[src/rtl/mcu_link_rx_if.sv]
// rtl/mcu_link_rx_if.sv - MCU->ROCSTAR cable receive interface bundle
interface mcu_link_rx_if;
    logic [3:0]  in;
    logic        single_sent;
    logic        pcoinc;
    logic        ncoinc;
    logic        dcoinc;
    logic [15:0] spword;
    logic        spword_valid;
    logic        locked;
    logic        timeout;
    logic        overrun;
    logic [15:0] err_cnt;

    // Driver side: supplies the cable word and trigger pulse, observes results
    modport master (
        output in,
        output single_sent,
        input  pcoinc,
        input  ncoinc,
        input  dcoinc,
        input  spword,
        input  spword_valid,
        input  locked,
        input  timeout,
        input  overrun,
        input  err_cnt
    );

    // Receiver side
    modport slave (
        input  in,
        input  single_sent,
        output pcoinc,
        output ncoinc,
        output dcoinc,
        output spword,
        output spword_valid,
        output locked,
        output timeout,
        output overrun,
        output err_cnt
    );
endinterface

[src/rtl/mcu_link_rx.sv]
// rtl/mcu_link_rx.sv - 4-bit MCU cable decoder with lock tracking and response timing
module mcu_link_rx #(
    parameter int LOCK_N       = 4,
    parameter int RESP_TIMEOUT = 16
) (
    input  logic          clk,
    input  logic          rst_n,
    mcu_link_rx_if.slave  link
);

    localparam logic [3:0] W_IDLE0 = 4'b0111;
    localparam logic [3:0] W_IDLE1 = 4'b1011;
    localparam logic [3:0] W_IDLE2 = 4'b1101;
    localparam logic [3:0] W_IDLE3 = 4'b1110;
    localparam logic [3:0] W_NCOIN = 4'b1001;
    localparam logic [3:0] W_PCOIN = 4'b0011;
    localparam logic [3:0] W_DCOIN = 4'b0110;
    localparam logic [3:0] W_SPECL = 4'b1100;

    localparam int LW = $clog2(LOCK_N + 1);
    localparam int TW = $clog2(RESP_TIMEOUT + 1);

    typedef enum logic [2:0] {
        ST_CMD,
        ST_SP1,
        ST_SP2,
        ST_SP3,
        ST_SP4
    } state_t;

    // in_vld_q keeps the stale in_q seen right after reset from being decoded
    logic [3:0]    in_q;
    logic          in_vld_q;
    state_t        state_q,        state_d;
    logic [1:0]    exp_idle_q,     exp_idle_d;
    logic [LW-1:0] lock_cnt_q,     lock_cnt_d;
    logic          locked_q,       locked_d;
    logic          pending_q,      pending_d;
    logic [TW-1:0] timer_q,        timer_d;
    logic [11:0]   sp_acc_q,       sp_acc_d;
    logic [15:0]   spword_q,       spword_d;
    logic          spword_valid_q, spword_valid_d;
    logic          pcoinc_q,       pcoinc_d;
    logic          ncoinc_q,       ncoinc_d;
    logic          dcoinc_q,       dcoinc_d;
    logic          timeout_q,      timeout_d;
    logic          overrun_q,      overrun_d;
    logic [15:0]   err_cnt_q,      err_cnt_d;

    logic          idle_seen;
    logic [1:0]    idle_idx;
    logic          coin_seen;
    logic          resp_clear;
    logic          pend_after;
    logic [1:0]    err_inc;
    logic [16:0]   err_sum;

    // Next-state decode of the registered cable word and response tracker
    always_comb begin
        state_d        = state_q;
        exp_idle_d     = exp_idle_q;
        lock_cnt_d     = lock_cnt_q;
        locked_d       = locked_q;
        pending_d      = pending_q;
        timer_d        = timer_q;
        sp_acc_d       = sp_acc_q;
        spword_d       = spword_q;
        spword_valid_d = 1'b0;
        pcoinc_d       = 1'b0;
        ncoinc_d       = 1'b0;
        dcoinc_d       = 1'b0;
        timeout_d      = 1'b0;
        overrun_d      = 1'b0;
        err_cnt_d      = err_cnt_q;
        idle_seen      = 1'b0;
        idle_idx       = 2'd0;
        coin_seen      = 1'b0;
        resp_clear     = 1'b0;
        pend_after     = 1'b0;
        err_inc        = 2'd0;
        err_sum        = 17'd0;

        if (in_vld_q) begin
            case (state_q)
                ST_CMD: begin
                    case (in_q)
                        W_IDLE0: begin idle_seen = 1'b1; idle_idx = 2'd0; end
                        W_IDLE1: begin idle_seen = 1'b1; idle_idx = 2'd1; end
                        W_IDLE2: begin idle_seen = 1'b1; idle_idx = 2'd2; end
                        W_IDLE3: begin idle_seen = 1'b1; idle_idx = 2'd3; end
                        W_NCOIN: begin
                            coin_seen  = 1'b1;
                            ncoinc_d   = locked_q;
                            resp_clear = pending_q;
                        end
                        W_PCOIN: begin
                            coin_seen  = 1'b1;
                            pcoinc_d   = locked_q;
                            resp_clear = pending_q;
                        end
                        W_DCOIN: begin
                            coin_seen  = 1'b1;
                            dcoinc_d   = locked_q;
                        end
                        W_SPECL: begin
                            state_d    = ST_SP1;
                            exp_idle_d = 2'd0;
                        end
                        default: begin
                            err_inc    = err_inc + 2'd1;
                            exp_idle_d = 2'd0;
                        end
                    endcase

                    // Out-of-order IDLEs resynchronise to the word actually seen
                    if (idle_seen) begin
                        if (idle_idx == exp_idle_q) begin
                            if (lock_cnt_q != LW'(LOCK_N)) begin
                                lock_cnt_d = lock_cnt_q + LW'(1);
                            end
                        end else begin
                            err_inc = err_inc + 2'd1;
                        end
                        exp_idle_d = idle_idx + 2'd1;
                    end

                    // Coincidences are decoded even when unlocked; only the pulse is gated
                    if (coin_seen) begin
                        exp_idle_d = 2'd0;
                        if (!pending_q) begin
                            err_inc = err_inc + 2'd1;
                        end
                    end
                end
                ST_SP1: begin sp_acc_d[11:8] = in_q; state_d = ST_SP2; end
                ST_SP2: begin sp_acc_d[7:4]  = in_q; state_d = ST_SP3; end
                ST_SP3: begin sp_acc_d[3:0]  = in_q; state_d = ST_SP4; end
                ST_SP4: begin
                    spword_d       = {sp_acc_q, in_q};
                    spword_valid_d = 1'b1;
                    exp_idle_d     = 2'd0;
                    state_d        = ST_CMD;
                end
                default: state_d = ST_CMD;
            endcase
        end

        // A response in the same cycle retires the old request before a new one lands
        pend_after = pending_q & ~resp_clear;
        pending_d  = pend_after;
        if (link.single_sent) begin
            overrun_d = pend_after;
            pending_d = 1'b1;
            timer_d   = TW'(RESP_TIMEOUT);
        end else if (pend_after) begin
            if (timer_q == TW'(1)) begin
                timeout_d = 1'b1;
                pending_d = 1'b0;
                timer_d   = '0;
                err_inc   = err_inc + 2'd1;
            end else begin
                timer_d = timer_q - TW'(1);
            end
        end

        if (err_inc != 2'd0) begin
            lock_cnt_d = '0;
            locked_d   = 1'b0;
            err_sum    = {1'b0, err_cnt_q} + {15'd0, err_inc};
            err_cnt_d  = err_sum[16] ? 16'hFFFF : err_sum[15:0];
        end else begin
            locked_d   = (lock_cnt_d == LW'(LOCK_N));
        end
    end

    // Input capture and registered state/outputs with synchronous reset
    always_ff @(posedge clk) begin
        if (!rst_n) begin
            in_q           <= 4'd0;
            in_vld_q       <= 1'b0;
            state_q        <= ST_CMD;
            exp_idle_q     <= 2'd0;
            lock_cnt_q     <= '0;
            locked_q       <= 1'b0;
            pending_q      <= 1'b0;
            timer_q        <= '0;
            sp_acc_q       <= 12'd0;
            spword_q       <= 16'd0;
            spword_valid_q <= 1'b0;
            pcoinc_q       <= 1'b0;
            ncoinc_q       <= 1'b0;
            dcoinc_q       <= 1'b0;
            timeout_q      <= 1'b0;
            overrun_q      <= 1'b0;
            err_cnt_q      <= 16'd0;
        end else begin
            in_q           <= link.in;
            in_vld_q       <= 1'b1;
            state_q        <= state_d;
            exp_idle_q     <= exp_idle_d;
            lock_cnt_q     <= lock_cnt_d;
            locked_q       <= locked_d;
            pending_q      <= pending_d;
            timer_q        <= timer_d;
            sp_acc_q       <= sp_acc_d;
            spword_q       <= spword_d;
            spword_valid_q <= spword_valid_d;
            pcoinc_q       <= pcoinc_d;
            ncoinc_q       <= ncoinc_d;
            dcoinc_q       <= dcoinc_d;
            timeout_q      <= timeout_d;
            overrun_q      <= overrun_d;
            err_cnt_q      <= err_cnt_d;
        end
    end

    assign link.pcoinc       = pcoinc_q;
    assign link.ncoinc       = ncoinc_q;
    assign link.dcoinc       = dcoinc_q;
    assign link.spword       = spword_q;
    assign link.spword_valid = spword_valid_q;
    assign link.locked       = locked_q;
    assign link.timeout      = timeout_q;
    assign link.overrun      = overrun_q;
    assign link.err_cnt      = err_cnt_q;

endmodule

[src/flat_wrapper.sv]
// flat-port wrapper written by rule: the top's interface ports become plain ports
module mcu_link_rx_flat 
#(
    parameter int LOCK_N       = 4,
    parameter int RESP_TIMEOUT = 16
)
  (clk, rst_n, link_in, link_single_sent, link_pcoinc, link_ncoinc, link_dcoinc, link_spword, link_spword_valid, link_locked, link_timeout, link_overrun, link_err_cnt);
  mcu_link_rx_if link_i ();
  input  logic clk;
  input  logic rst_n;
  input wire logic [$bits(link_i.in)-1:0] link_in;
  input wire logic [$bits(link_i.single_sent)-1:0] link_single_sent;
  output wire logic [$bits(link_i.pcoinc)-1:0] link_pcoinc;
  output wire logic [$bits(link_i.ncoinc)-1:0] link_ncoinc;
  output wire logic [$bits(link_i.dcoinc)-1:0] link_dcoinc;
  output wire logic [$bits(link_i.spword)-1:0] link_spword;
  output wire logic [$bits(link_i.spword_valid)-1:0] link_spword_valid;
  output wire logic [$bits(link_i.locked)-1:0] link_locked;
  output wire logic [$bits(link_i.timeout)-1:0] link_timeout;
  output wire logic [$bits(link_i.overrun)-1:0] link_overrun;
  output wire logic [$bits(link_i.err_cnt)-1:0] link_err_cnt;
  assign link_i.in = link_in;
  assign link_i.single_sent = link_single_sent;
  assign link_pcoinc = link_i.pcoinc;
  assign link_ncoinc = link_i.ncoinc;
  assign link_dcoinc = link_i.dcoinc;
  assign link_spword = link_i.spword;
  assign link_spword_valid = link_i.spword_valid;
  assign link_locked = link_i.locked;
  assign link_timeout = link_i.timeout;
  assign link_overrun = link_i.overrun;
  assign link_err_cnt = link_i.err_cnt;
  mcu_link_rx #(.LOCK_N(LOCK_N), .RESP_TIMEOUT(RESP_TIMEOUT)) u_core (.clk(clk), .rst_n(rst_n), .link(link_i));
endmodule
[config.mk]
export PLATFORM = sky130hd
export DESIGN_NAME = mcu_link_rx_flat
export DESIGN_NICKNAME = d
export VERILOG_FILES = /design/src/rtl/mcu_link_rx_if.sv /design/src/rtl/mcu_link_rx.sv /design/src/flat_wrapper.sv
export SDC_FILE = /design/constraint.sdc
export NUM_CORES = 1
export LEC_CHECK = 0
export ABC_AREA = 1
export BUFFER_PORTS_ARGS = -buffer_cell sky130_fd_sc_hd__buf_2
export CAP_MARGIN = 20
export CORE_UTILIZATION = 53
export CTS_CLUSTER_SIZE = 14
export DETAILED_ROUTE_END_ITERATION = 10
export GPL_TIMING_DRIVEN = 0
export PLACE_DENSITY = 0.74
export SYNTH_ARGS = -nofsm -noshare
export SYNTH_HDL_FRONTEND = slang
export SYNTH_SLANG_ARGS = --single-unit
export TNS_END_PERCENT = 50
[constraint.sdc]
create_clock -name clk -period 5.5 [get_ports clk]
set_clock_uncertainty 0.15 [all_clocks]
set_input_delay 0.275 -clock clk [delete_from_list [all_inputs] [get_ports clk]]
set_output_delay 0.275 -clock clk [all_outputs]
set_load 0.01 [all_outputs]
==> flow_metrics.tcl <==
set metrics [dict create \
    outcome "finished, final reports clean" \
    syn2layout_area_growth_pct 16.3 \
    crit_path_cell_trace "inv_1 > nor2_1 > nand2_1 > nand2_1 > nand2_1 > nand2_1 > nand3_1 > nand2_1 > nand2_2 > nand2_4 > clkbuf_8 > xnor2_1 > inv_1 > ha_1 > fa_1 > nand3_1 > inv_1 > nand2_1 > inv_1 > nand4_1 > buf_2 > nand3_1 > nand2_1 > a21oi_1" \
    core_region_area_um2 6030 \
    drive_gt1_frac 0.161 \
    vias 3128 \
    ys_top_cells_by_count "nand2_1 (87), inv_1 (71), dfxtp_1 (70)" \
    dp_cells 587 \
    antenna_left 0 \
    setup_viol 0 \
    post-place-ws_ns 1.62 \
    final_util 0.651 \
    fp.dieH_um 81.8 \
    p_leak_nw 1.76 \
    ys_seq_area_frac 0.416 \
    cap_violations 0 \
    worst_skew_pair.late_latency_ns 0.35 \
    antenna_found_initial 0 \
    path_max_fanout 10 \
    clockBufferDepth 2 \
    synth-edff-count 0 \
    maxSlewHeadroom 0.608 \
    drtPass1Iterations 4 \
    cts_resized 0 \
    fill_cells 563 \
    cp_num_buf_inv 6 \
    crit_slowest_cell "fa_1" \
    ys_async_sr_fraction 0 \
    wl_per_cell_um 12.3 \
    grt_overflow 0 \
    period_needed_ns 3.92 \
    post-dp-hpwl_um 5350 \
    r2r-start "u_core.in_q[3]" \
    synth_area_leaders "dfxtp_1 (42%), nand2_1 (9.7%), a21oi_1 (8.3%)" \
    drc 0 \
    placed_cell_area_um2 3690 \
    syn_inst 467 \
    synth_top_area_frac 0.416 \
    finalPower_mw 1.01 \
    htree_levels 3 \
    synth_area_um2 3370 \
    grt_pass1_vias 2675 \
    ioPinCount 46 \
    holdWs_ns 0.0636 \
    die_x_um 81.8 \
    layout.nets 542 \
    crit_required_ns 5.57 \
    synth_cell_types 31 \
    worst_slew_pin_slew_ns 0.587 \
    rsz0062_at_grt "false" \
    cts_tree "yes" \
    cts.sinks 70 \
    arrival_ns 3.99 \
    critPathTopFamily "simple AND/OR/NAND/NOR gates" \
    n_antenna_cell 0 \
    grtUsageTotal 0.241 \
    die_area_um2 6680 \
    numCtsBuffers 9 \
    drt-total-wl_um 7500 \
    initial_utilization 0.559 \
    grt_pass1_wl_um 12200 \
    via_per_inst 5.14 \
    yosysMostFrequentCell "nand2_1" \
    ys_ff_latch 70 \
    fin_cells 608 \
    ir_worst_vdd_uv 161 \
    synth_flop_cell "dfxtp_1" \
    post-cts-setup-buffer-count 0 \
    startpoint_type "flop" \
    syn_area_per_cell_um2 7.22 \
    critPathKind "reg -> reg" \
    hold_violations 0 \
    final_area_um2 3920 \
    crit_top_cell "nand2_1" \
    gp_congestion 0.888 \
    synth_fp_nets 481 \
    post-route-period-util 0.713 \
    worstHoldStart "link_single_sent" \
    end_kind "flop" \
    layout_setup_ws_ns 1.58 \
    slew_viol_final 0 \
    clkTransAtPathRegs_ns 0.08 \
    drt_iter0_markers 231 \
    grt_start_max_net_pins 15 \
    max_stage_delay_ns 0.50 \
    placementRows 28 \
    fmax_mhz 255 \
    yosysTopAreaCell "dfxtp_1" \
    setup.worst_path.start "u_core.in_q[3]" \
    cts-root-buf "clkbuf_8" \
    tns_ns 0 \
    io_buffers 45 \
    hold_path.class "in -> reg" \
    ys.warnings.count 0 \
    p_per_area_nw_per_um2 257 \
]
worst register-to-register path, delay by kind of cell (launching register included):
family          cells  cell delay, ns
fa+ha+maj           2            0.73
buf+inv             6            0.84
xor+xnor            1            0.12
compound gates      1            0.05
simple gates       14            1.49
flops               1            0.41
final timing paths:
check	endpoint	slack [ns]	cells past startpoint
hold / removal	u_core.timer_q[4]	0.06	3
setup / recovery	u_core.link.err_cnt[13]	1.58	24
hold reg to reg	u_core.link.spword[5]	0.29	2
setup reg to reg	u_core.link.err_cnt[13]	1.58	24
layer usage:
metal  GRT usage  share of wire
met3      0.0422          0.051
met4       0.114          0.019
met2       0.369           0.45
met1       0.326           0.48
met5           0              0
power by group:
part	internal, mW	switching [mW]
sequential	0.518	0.0101
combinational	0.0353	0.0634
clock	0.169	0.214
state kept, by name, indices dropped and copies added, names as in the netlist:
signal	count
u_core.link.err_cnt	16
u_core.link.spword	16
u_core.sp_acc_q	12
u_core.timer_q	5
u_core.in_q	4
u_core.lock_cnt_q	3
u_core.state_q	3
u_core.exp_idle_q	2
u_core.in_vld_q	1
u_core.link.dcoinc	1
u_core.link.locked	1
u_core.link.ncoinc	1
u_core.link.overrun	1
u_core.link.pcoinc	1
u_core.link.spword_valid	1
u_core.link.timeout	1
u_core.pending_q	1
layout make-up:
cell class / instances / area (µm²) / area share
well taps: 75 / 93.8 / 0.0239
repair buffers: 50 / 275 / 0.0702
inverters: 73 / 274 / 0.0699
plain buffers: 15 / 118 / 0.0300
multi-input cells: 309 / 1580 / 0.402
clock buffers: 9 / 124 / 0.0316
clock inverters: 7 / 56.3 / 0.0144
flip-flops and latches: 70 / 1400 / 0.357
cell usage in the layout, fill, tap and decap left out, types with 2 or more instances in the layout:
cell           count
o21ai_0           37
xnor2_1            2
a21oi_1           56
dlygate4sd3_1      5
inv_2              2
dfxtp_1           70
nor3_2             3
nor3_1             8
buf_2             47
clkbuf_8          11
nand2_2            3
clkinv_4           2
nand2_4            3
xor2_1             3
nand3_1           50
clkbuf_1           8
ha_1               6
nor2_1            28
or2_2              3
nand4_1           10
nand2_1           87
buf_8              2
inv_6              3
nor2_2             2
inv_1             71
what timing repair did:
action,4_1_cts,5_1_grt
setup endpoints to repair,0,0
hold buffers,5,0
endpoints found under the hold margin,5,0
cell families (layout without fill, tap and decap cells):
family,Yosys count,count (layout),synth area share
adder cells (fa/ha/maj),7,7,0.0282
XOR/XNOR,5,5,0.0130
AO/OA/AOI/OAI,95,95,0.143
buffers and inverters,88,154,0.116
flip-flops,70,70,0.416
AND/OR/NAND/NOR,202,202,0.284
Note: power is estimated with default switching activity, not from simulation.
